<file path="src/rtl/if_fetch_unit_pkg.sv">
// Shared MIPS pipeline types and constants for the instruction-fetch stage.
package mips_pipe_pkg;

  typedef enum logic [1:0] {
    IDLE    = 2'd0,
    REQ     = 2'd1,
    HOLD    = 2'd2,
    DISCARD = 2'd3
  } fetch_state_e;

  localparam logic [31:0] PC_INCR   = 32'd4;
  localparam logic [31:0] NOP_INSTR = 32'h0000_0000;

endpackage

</file>
<file path="src/rtl/if_fetch_unit_if.sv">
// Instruction-memory request/acknowledge bus between the fetch stage and imem.
interface if_fetch_unit_if #(
  parameter int ADDR_WIDTH  = 32,
  parameter int INSTR_WIDTH = 32
);
  logic                   imem_req;
  logic [ADDR_WIDTH-1:0]  imem_addr;
  logic                   imem_ack;
  logic [INSTR_WIDTH-1:0] imem_rdata;

  modport master (output imem_req, output imem_addr, input imem_ack, input imem_rdata);
  modport slave  (input imem_req, input imem_addr, output imem_ack, output imem_rdata);
endinterface

</file>
<file path="src/rtl/if_fetch_unit_skid.sv">
// One-entry instruction + PC holding register used while IF/ID is stalled.
module if_skid_buffer #(
  parameter int ADDR_WIDTH  = 32,
  parameter int INSTR_WIDTH = 32
) (
  input  logic                   clk,
  input  logic                   reset,
  input  logic                   load_i,
  input  logic                   clear_i,
  input  logic [INSTR_WIDTH-1:0] instr_i,
  input  logic [ADDR_WIDTH-1:0]  pc_i,
  output logic [INSTR_WIDTH-1:0] instr_o,
  output logic [ADDR_WIDTH-1:0]  pc_o
);
  logic [INSTR_WIDTH-1:0] instr_q;
  logic [ADDR_WIDTH-1:0]  pc_q;

  // Entry register: clear wins over load so a squashed entry never survives.
  always_ff @(posedge clk or posedge reset) begin
    if (reset) begin
      instr_q <= {INSTR_WIDTH{1'b0}};
      pc_q    <= {ADDR_WIDTH{1'b0}};
    end else if (clear_i) begin
      instr_q <= {INSTR_WIDTH{1'b0}};
      pc_q    <= {ADDR_WIDTH{1'b0}};
    end else if (load_i) begin
      instr_q <= instr_i;
      pc_q    <= pc_i;
    end else begin
      instr_q <= instr_q;
      pc_q    <= pc_q;
    end
  end

  assign instr_o = instr_q;
  assign pc_o    = pc_q;
endmodule

</file>
<file path="src/rtl/if_fetch_unit.sv">
// MIPS IF stage: fetch PC, imem handshake, stall skid and redirect squash.
// Optional performance counters are built when IF_PERF_CNT_EN is defined.
module if_fetch_unit
  import mips_pipe_pkg::*;
#(
  parameter int                    ADDR_WIDTH  = 32,
  parameter int                    INSTR_WIDTH = 32,
  parameter logic [ADDR_WIDTH-1:0] RESET_PC    = ADDR_WIDTH'(32'h0000_0000)
) (
  input  logic                   clk,
  input  logic                   reset,
  input  logic                   stall,
  input  logic                   redirect_valid,
  input  logic [ADDR_WIDTH-1:0]  redirect_pc,
  if_fetch_unit_if.master        imem,
  output logic [ADDR_WIDTH-1:0]  pc_out,
  output logic [INSTR_WIDTH-1:0] instr_out,
  output logic                   instr_valid
`ifdef IF_PERF_CNT_EN
  ,
  output logic [31:0]            fetch_count,
  output logic [31:0]            bubble_count
`endif
);
  fetch_state_e           state_q, state_d;
  logic [ADDR_WIDTH-1:0]  fetch_addr_q, fetch_addr_d;
  logic [ADDR_WIDTH-1:0]  pending_pc_q, pending_pc_d;
  logic [ADDR_WIDTH-1:0]  pc_out_q, pc_out_d;
  logic [INSTR_WIDTH-1:0] instr_out_q, instr_out_d;
  logic                   instr_valid_q, instr_valid_d;
  logic                   skid_load_s, skid_clear_s;
  logic [INSTR_WIDTH-1:0] skid_instr_s;
  logic [ADDR_WIDTH-1:0]  skid_pc_s;
  logic [ADDR_WIDTH-1:0]  redir_pc_s, next_addr_s;
  logic                   ack_s;

  assign ack_s       = imem.imem_ack;
  assign redir_pc_s  = {redirect_pc[ADDR_WIDTH-1:2], 2'b00};
  assign next_addr_s = fetch_addr_q + ADDR_WIDTH'(PC_INCR);

  if_skid_buffer #(.ADDR_WIDTH(ADDR_WIDTH), .INSTR_WIDTH(INSTR_WIDTH)) u_skid (
    .clk     (clk),
    .reset   (reset),
    .load_i  (skid_load_s),
    .clear_i (skid_clear_s),
    .instr_i (imem.imem_rdata),
    .pc_i    (next_addr_s),
    .instr_o (skid_instr_s),
    .pc_o    (skid_pc_s)
  );

  // State and datapath registers.
  always_ff @(posedge clk or posedge reset) begin
    if (reset) begin
      state_q       <= IDLE;
      fetch_addr_q  <= RESET_PC;
      pending_pc_q  <= {ADDR_WIDTH{1'b0}};
      pc_out_q      <= {ADDR_WIDTH{1'b0}};
      instr_out_q   <= INSTR_WIDTH'(NOP_INSTR);
      instr_valid_q <= 1'b0;
    end else begin
      state_q       <= state_d;
      fetch_addr_q  <= fetch_addr_d;
      pending_pc_q  <= pending_pc_d;
      pc_out_q      <= pc_out_d;
      instr_out_q   <= instr_out_d;
      instr_valid_q <= instr_valid_d;
    end
  end

  // Next-state logic; redirect outranks ack, which outranks stall.
  always_comb begin
    state_d = state_q;
    case (state_q)
      IDLE:    state_d = REQ;
      REQ: begin
        if (redirect_valid) state_d = ack_s ? REQ : DISCARD;
        else if (ack_s)     state_d = stall ? HOLD : REQ;
        else                state_d = REQ;
      end
      HOLD: begin
        if (redirect_valid || !stall) state_d = REQ;
        else                          state_d = HOLD;
      end
      DISCARD: begin
        if (ack_s) state_d = REQ;
        else       state_d = DISCARD;
      end
      default: state_d = IDLE;
    endcase
  end

  // Output and address updates per state.
  always_comb begin
    fetch_addr_d  = fetch_addr_q;
    pending_pc_d  = pending_pc_q;
    pc_out_d      = pc_out_q;
    instr_out_d   = instr_out_q;
    instr_valid_d = instr_valid_q;
    skid_load_s   = 1'b0;
    skid_clear_s  = 1'b0;
    case (state_q)
      IDLE: begin
        if (redirect_valid) fetch_addr_d = redir_pc_s;
        else                fetch_addr_d = fetch_addr_q;
      end
      REQ: begin
        if (redirect_valid) begin
          instr_valid_d = 1'b0;
          if (ack_s) fetch_addr_d = redir_pc_s;
          else       pending_pc_d = redir_pc_s;
        end else if (ack_s) begin
          fetch_addr_d = next_addr_s;
          if (stall) begin
            skid_load_s = 1'b1;
          end else begin
            instr_out_d   = imem.imem_rdata;
            pc_out_d      = next_addr_s;
            instr_valid_d = 1'b1;
          end
        end else if (!stall) begin
          instr_valid_d = 1'b0;
        end else begin
          instr_valid_d = instr_valid_q;
        end
      end
      HOLD: begin
        if (redirect_valid) begin
          skid_clear_s  = 1'b1;
          fetch_addr_d  = redir_pc_s;
          instr_valid_d = 1'b0;
        end else if (!stall) begin
          instr_out_d   = skid_instr_s;
          pc_out_d      = skid_pc_s;
          instr_valid_d = 1'b1;
        end else begin
          instr_valid_d = instr_valid_q;
        end
      end
      DISCARD: begin
        instr_valid_d = 1'b0;
        if (redirect_valid) pending_pc_d = redir_pc_s;
        else                pending_pc_d = pending_pc_q;
        if (ack_s) fetch_addr_d = redirect_valid ? redir_pc_s : pending_pc_q;
        else       fetch_addr_d = fetch_addr_q;
      end
      default: instr_valid_d = 1'b0;
    endcase
  end

  assign imem.imem_req  = (state_q == REQ) || (state_q == DISCARD);
  assign imem.imem_addr = fetch_addr_q;
  assign pc_out         = pc_out_q;
  assign instr_out      = instr_out_q;
  assign instr_valid    = instr_valid_q;

`ifdef IF_PERF_CNT_EN
  logic        deliver_s, bubble_s;
  logic [31:0] fetch_cnt_q, bubble_cnt_q;

  assign deliver_s = instr_valid_d & ~stall & ~redirect_valid & (state_q != IDLE);
  assign bubble_s  = ~instr_valid_d & ~stall & (state_q != IDLE);

  // Saturating delivery and bubble counters.
  always_ff @(posedge clk or posedge reset) begin
    if (reset) begin
      fetch_cnt_q  <= 32'd0;
      bubble_cnt_q <= 32'd0;
    end else begin
      if (deliver_s && (fetch_cnt_q != 32'hFFFF_FFFF)) fetch_cnt_q <= fetch_cnt_q + 32'd1;
      else                                             fetch_cnt_q <= fetch_cnt_q;
      if (bubble_s && (bubble_cnt_q != 32'hFFFF_FFFF)) bubble_cnt_q <= bubble_cnt_q + 32'd1;
      else                                             bubble_cnt_q <= bubble_cnt_q;
    end
  end

  assign fetch_count  = fetch_cnt_q;
  assign bubble_count = bubble_cnt_q;
`endif
endmodule

</file>
<file path="src/flat_wrapper.sv">
// flat-port wrapper written by rule: the top's interface ports become plain ports
module if_fetch_unit_flat import mips_pipe_pkg::*;
#(
  parameter int                    ADDR_WIDTH  = 32,
  parameter int                    INSTR_WIDTH = 32,
  parameter logic [ADDR_WIDTH-1:0] RESET_PC    = ADDR_WIDTH'(32'h0000_0000)
)
  (clk, reset, stall, redirect_valid, redirect_pc, pc_out, instr_out, instr_valid, imem_imem_req, imem_imem_addr, imem_imem_ack, imem_imem_rdata);
  if_fetch_unit_if #(.ADDR_WIDTH(ADDR_WIDTH), .INSTR_WIDTH(INSTR_WIDTH)) imem_i ();
  input  logic clk;
  input  logic reset;
  input  logic stall;
  input  logic redirect_valid;
  input  logic [ADDR_WIDTH-1:0] redirect_pc;
  output logic [ADDR_WIDTH-1:0] pc_out;
  output logic [INSTR_WIDTH-1:0] instr_out;
  output logic instr_valid;
  output wire logic [$bits(imem_i.imem_req)-1:0] imem_imem_req;
  output wire logic [$bits(imem_i.imem_addr)-1:0] imem_imem_addr;
  input wire logic [$bits(imem_i.imem_ack)-1:0] imem_imem_ack;
  input wire logic [$bits(imem_i.imem_rdata)-1:0] imem_imem_rdata;
  assign imem_imem_req = imem_i.imem_req;
  assign imem_imem_addr = imem_i.imem_addr;
  assign imem_i.imem_ack = imem_imem_ack;
  assign imem_i.imem_rdata = imem_imem_rdata;
  if_fetch_unit #(.ADDR_WIDTH(ADDR_WIDTH), .INSTR_WIDTH(INSTR_WIDTH), .RESET_PC(RESET_PC)) u_core (.clk(clk), .reset(reset), .stall(stall), .redirect_valid(redirect_valid), .redirect_pc(redirect_pc), .imem(imem_i), .pc_out(pc_out), .instr_out(instr_out), .instr_valid(instr_valid));
endmodule
</file>
<file path="config.mk">
export PLATFORM = sky130hd
export DESIGN_NAME = if_fetch_unit_flat
export DESIGN_NICKNAME = d
export VERILOG_FILES = /design/src/rtl/if_fetch_unit_pkg.sv /design/src/rtl/if_fetch_unit_if.sv /design/src/rtl/if_fetch_unit_skid.sv /design/src/rtl/if_fetch_unit.sv /design/src/flat_wrapper.sv
export SDC_FILE = /design/constraint.sdc
export NUM_CORES = 1
export LEC_CHECK = 0
export CORE_MARGIN = 2
export CORE_UTILIZATION = 45
export CTS_CLUSTER_DIAMETER = 60
export DETAILED_ROUTE_END_ITERATION = 10
export PLACE_DENSITY_LB_ADDON = 0.15
export SETUP_SLACK_MARGIN = 0.5
export SLEW_MARGIN = 20
export SYNTH_ARGS = -nofsm -noshare
export SYNTH_HDL_FRONTEND = slang
export SYNTH_SLANG_ARGS = --single-unit
</file>
<file path="constraint.sdc">
create_clock -name clk -period 18.8 [get_ports clk]
set_input_delay 3.76 -clock clk [delete_from_list [all_inputs] [get_ports clk]]
set_output_delay 3.76 -clock clk [all_outputs]
set_load 0.02 [all_outputs]
</file>
==> After elaboration in Yosys (flattened, before gate mapping) <==
Index checks and enable logic that the tools add are counted.
{ "classes": {"muxes": 44, "addsub": 1, "n_reduce_logical": 13, "n_eq_ne": 13} }
{ "op_table": {"columns": ["cell", "n"], "rows": [
  ["$mux W32", 22],
  ["$pmux W32 S2", 3],
  ["$pmux W32 S3", 1],
  ["$add A32 B3 Y32 const B", 1],
  ["$ne A2 B2 Y1 const B", 8],
  ["$mux W1", 11],
  ["$mux W2", 5],
  ["$pmux W2 S4", 1],
  ["$reduce_and A3 Y1", 2],
  ["$reduce_and A6 Y1", 1],
  ["$reduce_bool A2 Y1", 3],
  ["$eq A2 B2 Y1 const B", 2],
  ["$ne A4 B4 Y1 const B", 1],
  ["$pmux W1 S3", 1],
  ["$reduce_bool A3 Y1", 1],
  ["$eq A2 B1 Y1 const B", 1],
  ["$logic_not A2 Y1", 1],
  ["$logic_or A1 B1 Y1", 2],
  ["$ne A2 B1 Y1 const B", 1],
  ["$reduce_and A2 Y1", 1],
  ["$reduce_or A2 Y1", 1],
  ["$logic_not A1 Y1", 1]
]} }
{ "totals": {"ff_bits": 195, "output_inout_bits": 98, "elab_cells": 79, "input_bits": 69} }

==> Longest topological paths before layout <==
Gate-level depths: netlist (run 1).
{ "depth": {"ltp_word": 6, "mapped_depth": 9, "depth_no_buf": 6} }

==> Modules after synthesis <==
Synthesis (run 1) repeated with hierarchy kept, for this count alone.
{ "hier_totals": {"cells_unflattened": 1018, "area_unflattened_um2": 9651.8} }
{ "by_module_without_submodules": {"columns": ["mod", "cells_per_inst", "area_per_inst_um2", "seq_area_each_um2", "instances"], "rows": [
  ["if_fetch_unit", 811, 7030.5, 3278.1, 1],
  ["if_skid_buffer", 207, 2621.3, 1601.5, 1]
]} }

==> Least setup slack after synthesis (run 1) <==
OpenSTA, ideal clock, no wires.
{ "synth_timing": {"kind": "in2reg", "from": "in imem_imem_ack", "to": "reg u_core.u_skid.pc_q[10], in the netlist u_core.u_skid.pc_o[10]", "n_path_buf": 2, "required_time_ns": 18.734, "path_stages": 6, "t_arrival_ns": 5.114, "path_slack_ns": 13.620, "path_cell_list": "nor2b_1 > and3_1 > clkbuf_1 > a21oi_1 > clkbuf_1 > a22o_1"} }
{ "synth_via": {"elab_chain_len": 4} }
{ "synth_rtl": {"columns": ["item", "line_no", "source"], "rows": [
  ["start: declaration", "flat_wrapper.sv:20", "input wire logic [$bits(imem_i.imem_ack)-1:0] imem_imem_ack;"],
  ["$mux W1", "if_fetch_unit.sv:112", "end else if (ack_s) begin"],
  ["$mux W1", "if_fetch_unit.sv:108", "if (redirect_valid) begin"],
  ["$mux W1", "if_fetch_unit.sv:102", "case (state_q)"],
  ["$reduce_bool A2 Y1 (no line)", null, null],
  ["end signal: assignment", "if_fetch_unit_skid.sv:25", "pc_q <= {ADDR_WIDTH{1'b0}};"],
  ["end signal: assignment", "if_fetch_unit_skid.sv:28", "pc_q <= pc_i;"],
  ["end signal: assignment", "if_fetch_unit_skid.sv:31", "pc_q <= pc_q;"],
  ["end: declaration", "if_fetch_unit_skid.sv:16", "logic [ADDR_WIDTH-1:0] pc_q;"]
]} }
Every way passes these cells.
A chain may end at the register's enable or synchronous reset.

==> Worst setup path after layout (run 1) <==
{ "layout_timing": {"from": "in redirect_valid", "to": "reg u_core.u_skid.pc_q[1], in the netlist u_core.u_skid.pc_o[1]"} }
{ "layout_via": {"elab_chain_len": 3, "elab_cells_between_ends": 6, "cone_classes": "mux: 5; reduce/logical: 1"} }
{ "layout_rtl": {"columns": ["item", "line_no", "source"], "rows": [
  ["start: declaration", "flat_wrapper.sv:13", "input logic redirect_valid;"],
  ["$mux W1, on equally long branches", "if_fetch_unit.sv:128, if_fetch_unit.sv:108", null],
  ["$mux W1", "if_fetch_unit.sv:102", null],
  ["$mux W32 / $reduce_bool A2 Y1 (equally long branches)", null, null],
  ["end signal: assignment", "if_fetch_unit_skid.sv:22", "pc_q <= {ADDR_WIDTH{1'b0}};"],
  ["end signal: assignment", "if_fetch_unit_skid.sv:25", null],
  ["end signal: assignment", "if_fetch_unit_skid.sv:28", null]
]} }
Several ways; a longest one is shown, not always the timed one.

==> qor_table.md, run 1 <==
| Step | Item | This run |
| --- | --- | --- |
| run | Number of violations of the max-capacitance limit | 0 |
| logic synthesis | Main flop type after synthesis | sky130_fd_sc_hd__dfrtp_1 |
| logic synthesis | Ys Warns | 0 |
| placed design | Detail Placement HPWL | 15800 um |
| sta | Final critical-path required period | 6.65 ns |
| finish | Number of nets in the layout | 1146 |
| status | Run status | finished clean |
| sta | Total Neg Setup Slack | 0 ns |
| clock tree | Clk slew on worst S/H paths | 0.07 ns |
| clock tree | Clock buffer count from CTS | 17 |
| logic synthesis | Number of instances in the synthesized netlist | 950 |
| finish | Non-filler cells, final | 1359 |
| logic synthesis | Mean post-synth cell area | 9.63 um2 |
| floorplan | Effective utilization at floorplan | 45.5% |
| routing | Detailed-route vias per instance | 5.61 |
| worst setup path | CP required | 19.08 ns |
| finish | Layout cells sized above 1 | 8.17% |
| clock tree | Hold buffer count at cts | 0 |
| logic synthesis | Portion of synthesized cell area occupied by the leading cell type | 53.3% |
| clock tree | Number of buffers on the longest clock path | 2 |
| worst setup path | Critical Path Start Type | primary input |
| clock tree | Clock sink total | 195 |
| routing | DRT Wirelength | 24200 um |
| routing | Post-detailed-route DRC marker count | 0 |
| finish | Number of filler cells placed in the layout | 1735 |
| logic synthesis | Sequential area share after synthesis | 53.3% |
| worst setup path | Beginning of the critical path | redirect_valid |
| floorplan | Horizontal extent of the die | 147 um |
| finish | Area grow syn2layout | 26.5% |
| logic synthesis | Syn Std Cell Area | 9150 um2 |
| sta | Total count of max-transition violations in the final report | 0 |
| worst setup path | Class of the most critical setup path | primary input to flip-flop |
| clock tree | Post-CTS resize count | 0 |
| routing | Pre-antenna DRT Iters | 5 |
| sta | Transition time at the pin with the least slew margin | 1.06 ns |
| finish | Area occupied by registers | 4880 um2 |
| logic synthesis | Register bit count reported by yosys | 195 |
| floorplan | Top-level port count | 167 |
| placed design | Count of port buffers added during placement | 164 |
| global route | Largest net degree at the start of global routing | 132 |
| logic synthesis | Library cells used by synthesis | 52 |
| global route | Vias in the first global route | 7093 |
| routing | Iteration-0 DRC Markers | 475 |
| placed design | Placed Instances | 1327 |
| logic synthesis | Post-synthesis cell type with the largest combined area | sky130_fd_sc_hd__dfrtp_1 |
| power and ir drop | Leakage power | 4.83 nW |
| power and ir drop | Worst vdd rail ir drop | 0.0664 mV |
| clock tree | TritonCTS clock tree | done |
| clock tree | Latest clock arrival within the worst-skew pair | 0.44 ns |
| placed design | Cell Area, Placed | 11000 um2 |
| placed design | Placer congestion estimate | 0.921 |
| floorplan | Row cnt | 52 |
| global route | Remaining Overflow, GRT | 0 |
| worst setup path | Beginning of the worst register-to-register path | u_core.state_q[0]$_DFF_PP0_ |
| sta | Final-report hold violation count | 0 |
| worst hold path | Worst min-delay path class | flip-flop to flip-flop |
| logic synthesis | Number of enable flip-flop cells after synthesis | 0 |
| finish | Diode insertion count for antenna repair | 0 |
| global route | Antenna violations before repair | 0 |
| finish | Area of the multi-input gates | 3970 um2 |
| worst setup path | Arrival @ worst endpoint | 6.93 ns |
| logic synthesis | Share of synthesized flip-flops with an asynchronous set or reset | 100% |
| sta | Unrepaired setup endpoints after global routing | false |
| finish | Final cell area excluding filler cells | 11600 um2 |
| global route | Total Routing Usage GR | 22.9% |
| worst setup path | Crit end category | flip-flop |
| routing | Vias after detailed routing | 7626 |
| power and ir drop | Power density of the placed cells | 118 nW/um2 |
| logic synthesis | Cell types occupying the most area after synthesis | sky130_fd_sc_hd__dfrtp_1 (53%), sky130_fd_sc_hd__nand2_1 (6.9%), sky130_fd_sc_hd__a22o_1 (4.0%) |
| global route | First-pass GRT wire length | 39300 um |
| sta | Final worst hold slack | 0.481 ns |
| clock tree | Number of H-tree branching levels | 4 |
| sta | Setup violations, final | 0 |
| routing | Average detailed-routed wire length per instance | 17.8 um |
| sta | Fin Clk Skew | 0.0127 ns |
| logic synthesis | Total nets after synthesis | 1020 |
| clock tree | Buffer cell driving the clock tree root | sky130_fd_sc_hd__clkbuf_16 |
| routing | Count of antenna-violating nets left after detailed routing | 0 |
| floorplan | Height of the die | 147 um |
| clock tree | Number of setup buffers added after CTS | 0 |
| floorplan | Full die area | 21500 um2 |
| sta | Fraction of the cycle the final worst path needs | 35.4% |
| sta | Max_slew headroom | 29.4% |
| floorplan | Area of the core | 20100 um2 |
| sta | F_max | 150 MHz |
| worst setup path | Largest fanout on the critical path | 41 |
| worst hold path | Hold Crit Start | u_core.u_skid.pc_o[6]$_DFFE_PP0P_ |
## power breakdown
part,internal (W),switching (W),leakage (nW)
registers,0.000522,0.0000772,2.35
clock network,0.000179,0.000183,0.285
logic,0.000193,0.000212,2.19
## metal layers
metal  part of all wire [%]  vias up  GRT usage, %
li1                       -     3632             -
met1                     49     3739          34.6
met2                     44      231          33.6
met3                    6.5       24          4.66
met4                    1.1        0          6.31
met5                      0        -             0
## per-stage QoR
step | setup slack [ns] | utilization (%) | total power, W
after floorplan | 9.73 | - | 0.000822
after CTS | 12.14 | 57.6 | 0.00138
after global placement | 11.67 | 54.7 | 0.00100
after detailed placement | 11.68 | 54.7 | 0.00101
after global routing | 11.89 | 57.6 | 0.00144
final | 12.15 | 57.6 | 0.00137
## worst paths after layout
path	end	slack (ns)	cells after the start
min in group asynchronous	u_core.instr_out[27]$_DFFE_PP0P_	3.93	2
max in group asynchronous	u_core.u_skid.pc_o[30]$_DFFE_PP0P_	13.45	3
min	u_core.u_skid.pc_o[6]$_DFFE_PP0P_	0.48	2
max reg2reg	u_core.u_skid.pc_o[1]$_DFFE_PP0P_	15.38	6
max	u_core.u_skid.pc_o[1]$_DFFE_PP0P_	12.15	7
min reg2reg	u_core.u_skid.pc_o[6]$_DFFE_PP0P_	0.48	2
## kinds of logic after synthesis
group | share of synthesized area (%)
AO/OA/AOI/OAI | 19.6
XOR/XNOR | 2.30
adder cells (fa/ha/maj) | 0.137
buffers and inverters | 3.65
flip-flops | 53.3
multiplexers | 4.03
AND/OR/NAND/NOR | 17.0
## synthesized netlist by cell type, types with 16 or more instances
| master | instances |
|---|---|
| sky130_fd_sc_hd__a31oi_1 | 37 |
| sky130_fd_sc_hd__inv_1 | 19 |
| sky130_fd_sc_hd__o21ai_0 | 64 |
| sky130_fd_sc_hd__nand3_1 | 32 |
| sky130_fd_sc_hd__nor2_1 | 73 |
| sky130_fd_sc_hd__nand2_1 | 168 |
| sky130_fd_sc_hd__a2bb2oi_1 | 16 |
| sky130_fd_sc_hd__a21oi_1 | 36 |
| sky130_fd_sc_hd__mux2_2 | 31 |
| sky130_fd_sc_hd__a22o_1 | 42 |
| sky130_fd_sc_hd__clkbuf_1 | 59 |
| sky130_fd_sc_hd__dfrtp_1 | 195 |
## registers in the layout, summed over array words and instances, names as in the netlist
name / flops
u_core.imem.imem_addr: 32
u_core.instr_out: 32
u_core.instr_valid: 1
u_core.pc_out: 32
u_core.pending_pc_q: 32
u_core.state_q: 2
u_core.u_skid.instr_o: 32
u_core.u_skid.pc_o: 32
## layout make-up
class	count	share of cell area, %
Timing Repair Buffer	175	14.9
Clock inverter	15	1.40
Multi-Input combinational cell	668	34.3
Clock buffer	17	3.67
Sequential cell	195	42.1
Inverter	19	0.681
Tap cell	270	2.92
## critical path, stage by stage
cell and delay, ns:
sky130_fd_sc_hd__clkdlybuf4s50_1 0.65, sky130_fd_sc_hd__nor2b_1 0.67, sky130_fd_sc_hd__and3_2 0.93, sky130_fd_sc_hd__a21oi_4 0.31, sky130_fd_sc_hd__buf_4 0.37, sky130_fd_sc_hd__nand2_1 0.12
sky130_fd_sc_hd__o21ai_0 0.08
## cells in the final DEF, fill, tap and decap left out, types with 15 or more instances in the layout
cell type,netlist,layout
sky130_fd_sc_hd__a21oi_1,36,35
sky130_fd_sc_hd__a22o_1,42,42
sky130_fd_sc_hd__a2bb2oi_1,16,16
sky130_fd_sc_hd__a31oi_1,37,37
sky130_fd_sc_hd__clkbuf_16,0,17
sky130_fd_sc_hd__clkdlybuf4s50_1,0,164
sky130_fd_sc_hd__dfrtp_1,195,195
sky130_fd_sc_hd__inv_1,19,18
sky130_fd_sc_hd__mux2_2,31,31
sky130_fd_sc_hd__nand2_1,168,168
sky130_fd_sc_hd__nand3_1,32,32
sky130_fd_sc_hd__nand4_1,15,15
sky130_fd_sc_hd__nor2_1,73,72
sky130_fd_sc_hd__o21ai_0,64,64
sky130_fd_sc_hd__xnor2_1,15,15
Note: power is estimated with default switching activity, not from simulation.
==> run 2, diff against run 1 <==
clock period = 6.57 ns   (was 18.8 ns; I/O delays follow)
==> qor_table.md, run 2 (synthesized netlist as in run 1, its figures left out) <==
| Step | Item | This run |
| --- | --- | --- |
| worst setup path | Largest fanout on the critical path | 41 |
| run | Number of violations of the max-capacitance limit | 0 |
| sta | Setup violations, final | 0 |
| routing | Iteration-0 DRC Markers | 605 |
| power and ir drop | Worst vdd rail ir drop | 0.196 mV |
| finish | Number of nets in the layout | 1150 |
| worst setup path | CP required | 6.89 ns |
| sta | Transition time at the pin with the least slew margin | 0.994 ns |
| clock tree | Clock sink total | 195 |
| sta | Final critical-path required period | 3.91 ns |
| sta | Worst setup margin | 2.66 ns |
| clock tree | Clk slew on worst S/H paths | 0.07 ns |
| floorplan | Full die area | 21500 um2 |
| routing | Count of antenna-violating nets left after detailed routing | 0 |
| clock tree | Buffer cell driving the clock tree root | sky130_fd_sc_hd__clkbuf_16 |
| worst setup path | Buffers plus inverters on the worst setup path | 2 |
| placed design | Count of port buffers added during placement | 164 |
| worst setup path | Slowest cell on the critical path | sky130_fd_sc_hd__a21oi_4 |
| clock tree | Hold buffer count at cts | 0 |
| routing | Vias after detailed routing | 7688 |
| global route | Vias in the first global route | 7156 |
| floorplan | Height of the die | 147 um |
| sta | Total count of max-transition violations in the final report | 0 |
| worst setup path | Series of cell instances along the critical path | clkdlybuf4s50_1 > nor2b_1 > and3_2 > a21oi_4 > buf_4 > nand2_1 > o21ai_0 |
| global route | Largest net degree at the start of global routing | 77 |
| placed design | Placer congestion estimate | 0.895 |
| finish | Final cell area excluding filler cells | 11700 um2 |
| clock tree | Number of H-tree branching levels | 4 |
| clock tree | Post-CTS resize count | 0 |
| routing | Pre-antenna DRT Iters | 5 |
| routing | Wl on met1 | 11900 um |
| worst setup path | Slowest stage delay, CP | 0.78 ns |
| floorplan | Area of the core | 20100 um2 |
| routing | Post-detailed-route DRC marker count | 0 |
| power and ir drop | Leakage power | 4.87 nW |
| clock tree | Number of buffers on the longest clock path | 2 |
| routing | Uppermost routed layer | met4 |
| worst setup path | Arrival @ worst endpoint | 4.23 ns |
| finish | Commonest cells after routing, fill and taps aside | sky130_fd_sc_hd__dfrtp_1 (195), sky130_fd_sc_hd__nand2_1 (168), sky130_fd_sc_hd__clkdlybuf4s50_1 (164) |
| global route | Total Routing Usage GR | 23.2% |
| floorplan | Top-level port count | 167 |
| worst setup path | Class of the most critical setup path | primary input to flip-flop |
| clock tree | TritonCTS clock tree | done |
| worst setup path | CP top delay family | buffers and inverters |
| routing | Average detailed-routed wire length per instance | 18.0 um |
| sta | Fraction of the cycle the final worst path needs | 59.5% |
| clock tree | Latest clock arrival within the worst-skew pair | 0.43 ns |
| routing | Met3 Routed Length | 1630 um |
| sta | F_max | 256 MHz |
| finish | Diode insertion count for antenna repair | 0 |
| routing | Met2 WL | 10500 um |
| global route | Antenna violations before repair | 0 |
| routing | Detailed-route vias per instance | 5.64 |
| global route | Remaining Overflow, GRT | 0 |
| sta | Final-report hold violation count | 0 |
| worst hold path | Worst min-delay path class | flip-flop to flip-flop |
| placed design | Detail Placement HPWL | 16300 um |
| clock tree | Clock buffer count from CTS | 17 |
| status | Run status | finished clean |
| floorplan | Row cnt | 52 |
| routing | DRT Wirelength | 24500 um |
| power and ir drop | Power density of the placed cells | 343 nW/um2 |
| clock tree | Number of setup buffers added after CTS | 0 |
| global route | First-pass GRT wire length | 39900 um |
| finish | Area grow syn2layout | 27.3% |
| placed design | Pre-CTS setup slack | 2.19 ns |
| finish | Leading cell type in the layout, fill and taps excluded | sky130_fd_sc_hd__dfrtp_1 |
| sta | Unrepaired setup endpoints after global routing | false |
| worst setup path | Crit end category | flip-flop |
| finish | Layout cells sized above 1 | 8.51% |
| sta | Total Neg Setup Slack | 0 ns |
| sta | Fin Clk Skew | 0.00887 ns |
| worst setup path | Critical Path Start Type | primary input |
| floorplan | Effective utilization at floorplan | 45.5% |
| floorplan | Horizontal extent of the die | 147 um |
| sta | Max_slew headroom | 33.2% |
| placed design | Cell Area, Placed | 11000 um2 |
==> run 2: changes by cell type in the layout (fill, tap and decap cells not counted) <==
cell,previous run,this run
sky130_fd_sc_hd__buf_4,11,15
sky130_fd_sc_hd__bufinv_16,0,3
sky130_fd_sc_hd__clkbuf_8,0,1
sky130_fd_sc_hd__clkinv_8,3,0
sky130_fd_sc_hd__clkinvlp_4,1,2
sky130_fd_sc_hd__inv_8,5,3
==> run 2: final cells by class <==
cell class,instances,area (um2)
clock buffers,18,439
clock inverters,14,193
fillers,1761,8450
inverters,19,75.1
multi-input cells,668,3970
flip-flops and latches,195,4880
well taps,270,338
repair buffers,179,1750
==> run 2: report_power, final <==
part | total, W | internal, W | switching [W]
logic | 0.00117 | 0.000554 | 0.000613
registers | 0.00171 | 0.00149 | 0.000221
clock network | 0.00111 | 0.000625 | 0.000490
==> run 2: through the flow <==
stage | instances | utilization (%) | power [W] | hold slack [ns]
global route | 1363 | 58.0 | 0.00421 | 0.507
global placement | 1331 | 54.8 | 0.00287 | 0.460
detailed placement | 1331 | 54.8 | 0.00291 | 0.470
floorplan | 950 | - | 0.00235 | 0.441
finish | 1363 | 58.0 | 0.00400 | 0.480
CTS | 1363 | 58.0 | 0.00402 | 0.485
==> run 2: worst reg2reg max path: stages (launching register included) <==
cell and delay (ns):
sky130_fd_sc_hd__dfrtp_1 0.34, sky130_fd_sc_hd__buf_4 0.43, sky130_fd_sc_hd__nor2b_4 0.83, sky130_fd_sc_hd__nor2_1 0.17, sky130_fd_sc_hd__nor3_2 0.14, sky130_fd_sc_hd__buf_4 0.61
sky130_fd_sc_hd__o21ai_0 0.25, sky130_fd_sc_hd__o21ai_0 0.20
==> run 2: layer usage <==
| metal | track usage [%] | vias to the layer above |
|---|---|---|
| met3 | 4.69 | 34 |
| met1 | 35.8 | 3723 |
| li1 | - | 3654 |
| met4 | 6.75 | 0 |
| met5 | 0 | - |
| met2 | 33.1 | 277 |
==> run 2: path summary, 6_finish.rpt <==
path                                               startpoint                                  to  slack (ns)  cells after the start
hold reg to reg            u_core.u_skid.pc_o[12]$_DFFE_PP0P_  u_core.u_skid.pc_o[12]$_DFFE_PP0P_        0.48                      2
setup reg to reg                  u_core.state_q[1]$_DFF_PP0_       u_core.pc_out[16]$_DFFE_PP0P_        3.52                      7
setup / recovery                               redirect_valid   u_core.u_skid.pc_o[0]$_DFFE_PP0P_        2.66                      7
max in group asynchronous                               reset     u_core.instr_out[1]$_DFFE_PP0P_        3.86                      3
hold / removal             u_core.u_skid.pc_o[12]$_DFFE_PP0P_  u_core.u_skid.pc_o[12]$_DFFE_PP0P_        0.48                      2
min in group asynchronous                               reset  u_core.u_skid.pc_o[16]$_DFFE_PP0P_        1.35                      2
==> run 3, diff against run 2 <==
clock period = 3.6 ns   (was 6.57 ns; I/O delays follow)
==> qor_table.md, run 3 (synthesized netlist as in run 1, its figures left out) <==
| Step | Item | This run |
| --- | --- | --- |
| finish | Leading cell type in the layout, fill and taps excluded | sky130_fd_sc_hd__dfrtp_1 |
| placed design | Placer congestion estimate | 0.876 |
| global route | Total Routing Usage GR | 23.5% |
| routing | Post-detailed-route DRC marker count | 0 |
| routing | Vias after detailed routing | 7722 |
| clock tree | Latest clock arrival within the worst-skew pair | 0.44 ns |
| finish | Diode insertion count for antenna repair | 0 |
| routing | Count of antenna-violating nets left after detailed routing | 0 |
| worst setup path | CP required | 2.88 ns |
| global route | Antenna violations before repair | 0 |
| floorplan | Full die area | 21500 um2 |
| finish | Number of filler cells placed in the layout | 1770 |
| clock tree | Clock buffer count from CTS | 17 |
| worst setup path | Class of the most critical setup path | flip-flop to output pin |
| worst hold path | Hold Crit Start | u_core.u_skid.pc_o[20]$_DFFE_PP0P_ |
| global route | Met2 track demand over resource | 34.0% |
| floorplan | Effective utilization at floorplan | 45.5% |
| global route | Most congested layer reported by global routing | met1 |
| clock tree | TritonCTS clock tree | done |
| clock tree | Number of H-tree branching levels | 4 |
| sta | Final worst hold slack | 0.478 ns |
| finish | Commonest cells after routing, fill and taps aside | sky130_fd_sc_hd__dfrtp_1 (195), sky130_fd_sc_hd__nand2_1 (168), sky130_fd_sc_hd__clkdlybuf4s50_1 (164) |
| sta | Total Neg Setup Slack | 0 ns |
| floorplan | Row cnt | 52 |
| power and ir drop | Worst vdd rail ir drop | 0.361 mV |
| power and ir drop | Leakage power | 4.89 nW |
| routing | DRT Wirelength | 24600 um |
| sta | Final critical-path required period | 2.67 ns |
| finish | Layout cells sized above 1 | 9.09% |
| worst setup path | Slowest stage delay, CP | 0.78 ns |
| finish | Area grow syn2layout | 27.6% |
| global route | Vias in the first global route | 7271 |
| worst setup path | Buffers plus inverters on the worst setup path | 1 |
| global route | Remaining Overflow, GRT | 0 |
| clock tree | Post-CTS resize count | 0 |
| clock tree | Number of buffers on the longest clock path | 2 |
| global route | Largest net degree at the start of global routing | 150 |
| clock tree | Buffer cell driving the clock tree root | sky130_fd_sc_hd__clkbuf_16 |
| sta | F_max | 375 MHz |
| routing | Pre-antenna DRT Iters | 5 |
| clock tree | Hold buffer count at cts | 0 |
| worst setup path | Crit end category | output pin |
| sta | Setup violations, final | 0 |
| worst setup path | Largest fanout on the critical path | 21 |
| routing | Iteration-0 DRC Markers | 621 |
| worst hold path | Worst min-delay path class | flip-flop to flip-flop |
| routing | Detailed-route vias per instance | 5.64 |
| clock tree | Clock sink total | 195 |
| placed design | Detail Placement HPWL | 16300 um |
| sta | Fraction of the cycle the final worst path needs | 74.1% |
| global route | First-pass GRT wire length | 40500 um |
| placed design | Count of port buffers added during placement | 164 |
| global route | Met1 layer usage reported by global route | 36.1% |
| status | Run status | finished clean |
| worst setup path | Beginning of the critical path | u_core.state_q[0]$_DFF_PP0_ |
| finish | Number of nets in the layout | 1157 |
| worst setup path | Critical Path Start Type | flip-flop |
| sta | Total count of max-transition violations in the final report | 0 |
| global route | Met3 usage | 5.13% |
| worst setup path | Series of cell instances along the critical path | clkdlybuf4s50_1 |
| floorplan | Horizontal extent of the die | 147 um |
| floorplan | Height of the die | 147 um |
| floorplan | Area of the core | 20100 um2 |
| worst setup path | Beginning of the worst register-to-register path | u_core.state_q[0]$_DFF_PP0_ |
| routing | Average detailed-routed wire length per instance | 18.0 um |
| worst setup path | CP top delay family | flip-flops |
| clock tree | Number of setup buffers added after CTS | 0 |
| clock tree | Clk slew on worst S/H paths | 0.07 ns |
| finish | Area of the multi-input gates | 3970 um2 |
| worst setup path | Slowest cell on the critical path | sky130_fd_sc_hd__dfrtp_1 |
| sta | Transition time at the pin with the least slew margin | 0.998 ns |
| sta | Final-report hold violation count | 0 |
| floorplan | Top-level port count | 167 |
| finish | Area occupied by registers | 4880 um2 |
| worst setup path | Arrival @ worst endpoint | 1.95 ns |
| sta | Unrepaired setup endpoints after global routing | false |
| run | Number of violations of the max-capacitance limit | 0 |
| power and ir drop | Power density of the placed cells | 613 nW/um2 |
| sta | Fin Clk Skew | 0.0105 ns |
| sta | Max_slew headroom | 32.9% |
## run 3: cell types whose count changed in the layout (fill, tap and decap cells not counted), sizes merged
cell / previous run / this run
inv: 25 / 27
clkinvlp: 2 / 1
clkbuf: 18 / 17
buf: 15 / 22
clkinv: 3 / 6
bufinv: 3 / 0
## run 3: area by class of cell
| class | count | area share [%] |
|---|---|---|
| Timing Repair Buffer | 186 | 15.7 |
| Sequential cell | 195 | 41.8 |
| Tap cell | 270 | 2.89 |
| Clock inverter | 15 | 1.37 |
| Clock buffer | 17 | 3.64 |
| Inverter | 19 | 0.643 |
| Multi-Input combinational cell | 668 | 34.0 |
## run 3: metrics by stage
step	util (%)	std cells	instance area (um2)	power (W)	setup slack, ns
CTS	58.1	1370	11700	0.00721	0.922
global route	58.1	1370	11700	0.00756	0.661
finish	58.1	1370	11700	0.00716	0.932
detailed placement	55.2	1338	11100	0.00531	0.553
floorplan	-	950	9160	0.00429	0.362
global placement	55.2	1338	11100	0.00526	0.593
## run 3: path summary, 6_finish.rpt
check	endpoint	slack [ns]	depth (start not counted)
min in group asynchronous	u_core.instr_out[30]$_DFFE_PP0P_	0.84	3
max reg2reg	u_core.pc_out[8]$_DFFE_PP0P_	0.95	7
min	u_core.u_skid.pc_o[20]$_DFFE_PP0P_	0.48	2
max	imem_imem_req	0.93	1
max in group asynchronous	u_core.u_skid.pc_o[28]$_DFFE_PP0P_	2.09	3
min reg2reg	u_core.u_skid.pc_o[20]$_DFFE_PP0P_	0.48	2
## run 3: metal layers
| metal | up-vias | wire [um] |
|---|---|---|
| li1 | 3669 | - |
| met1 | 3752 | 11900 |
| met2 | 269 | 10700 |
| met3 | 32 | 1600 |
| met4 | 0 | 391 |
| met5 | - | 0 |
## run 3: worst register-to-register path: cells and delay by family, from the launching register on
kind	cells	cell delay [ns]
compound gates	2	0.34
flops	1	0.63
simple gates	3	0.64
buf+inv	2	0.95
## run 3: report_power, final
| group | switching, W | total, W | internal, W | leakage [nW] |
|---|---|---|---|---|
| registers | 0.000407 | 0.00313 | 0.00272 | 2.35 |
| logic | 0.00112 | 0.00214 | 0.00102 | 2.25 |
| clock network | 0.000955 | 0.00189 | 0.000936 | 0.291 |
| total | 0.00248 | 0.00716 | 0.00468 | 4.89 |
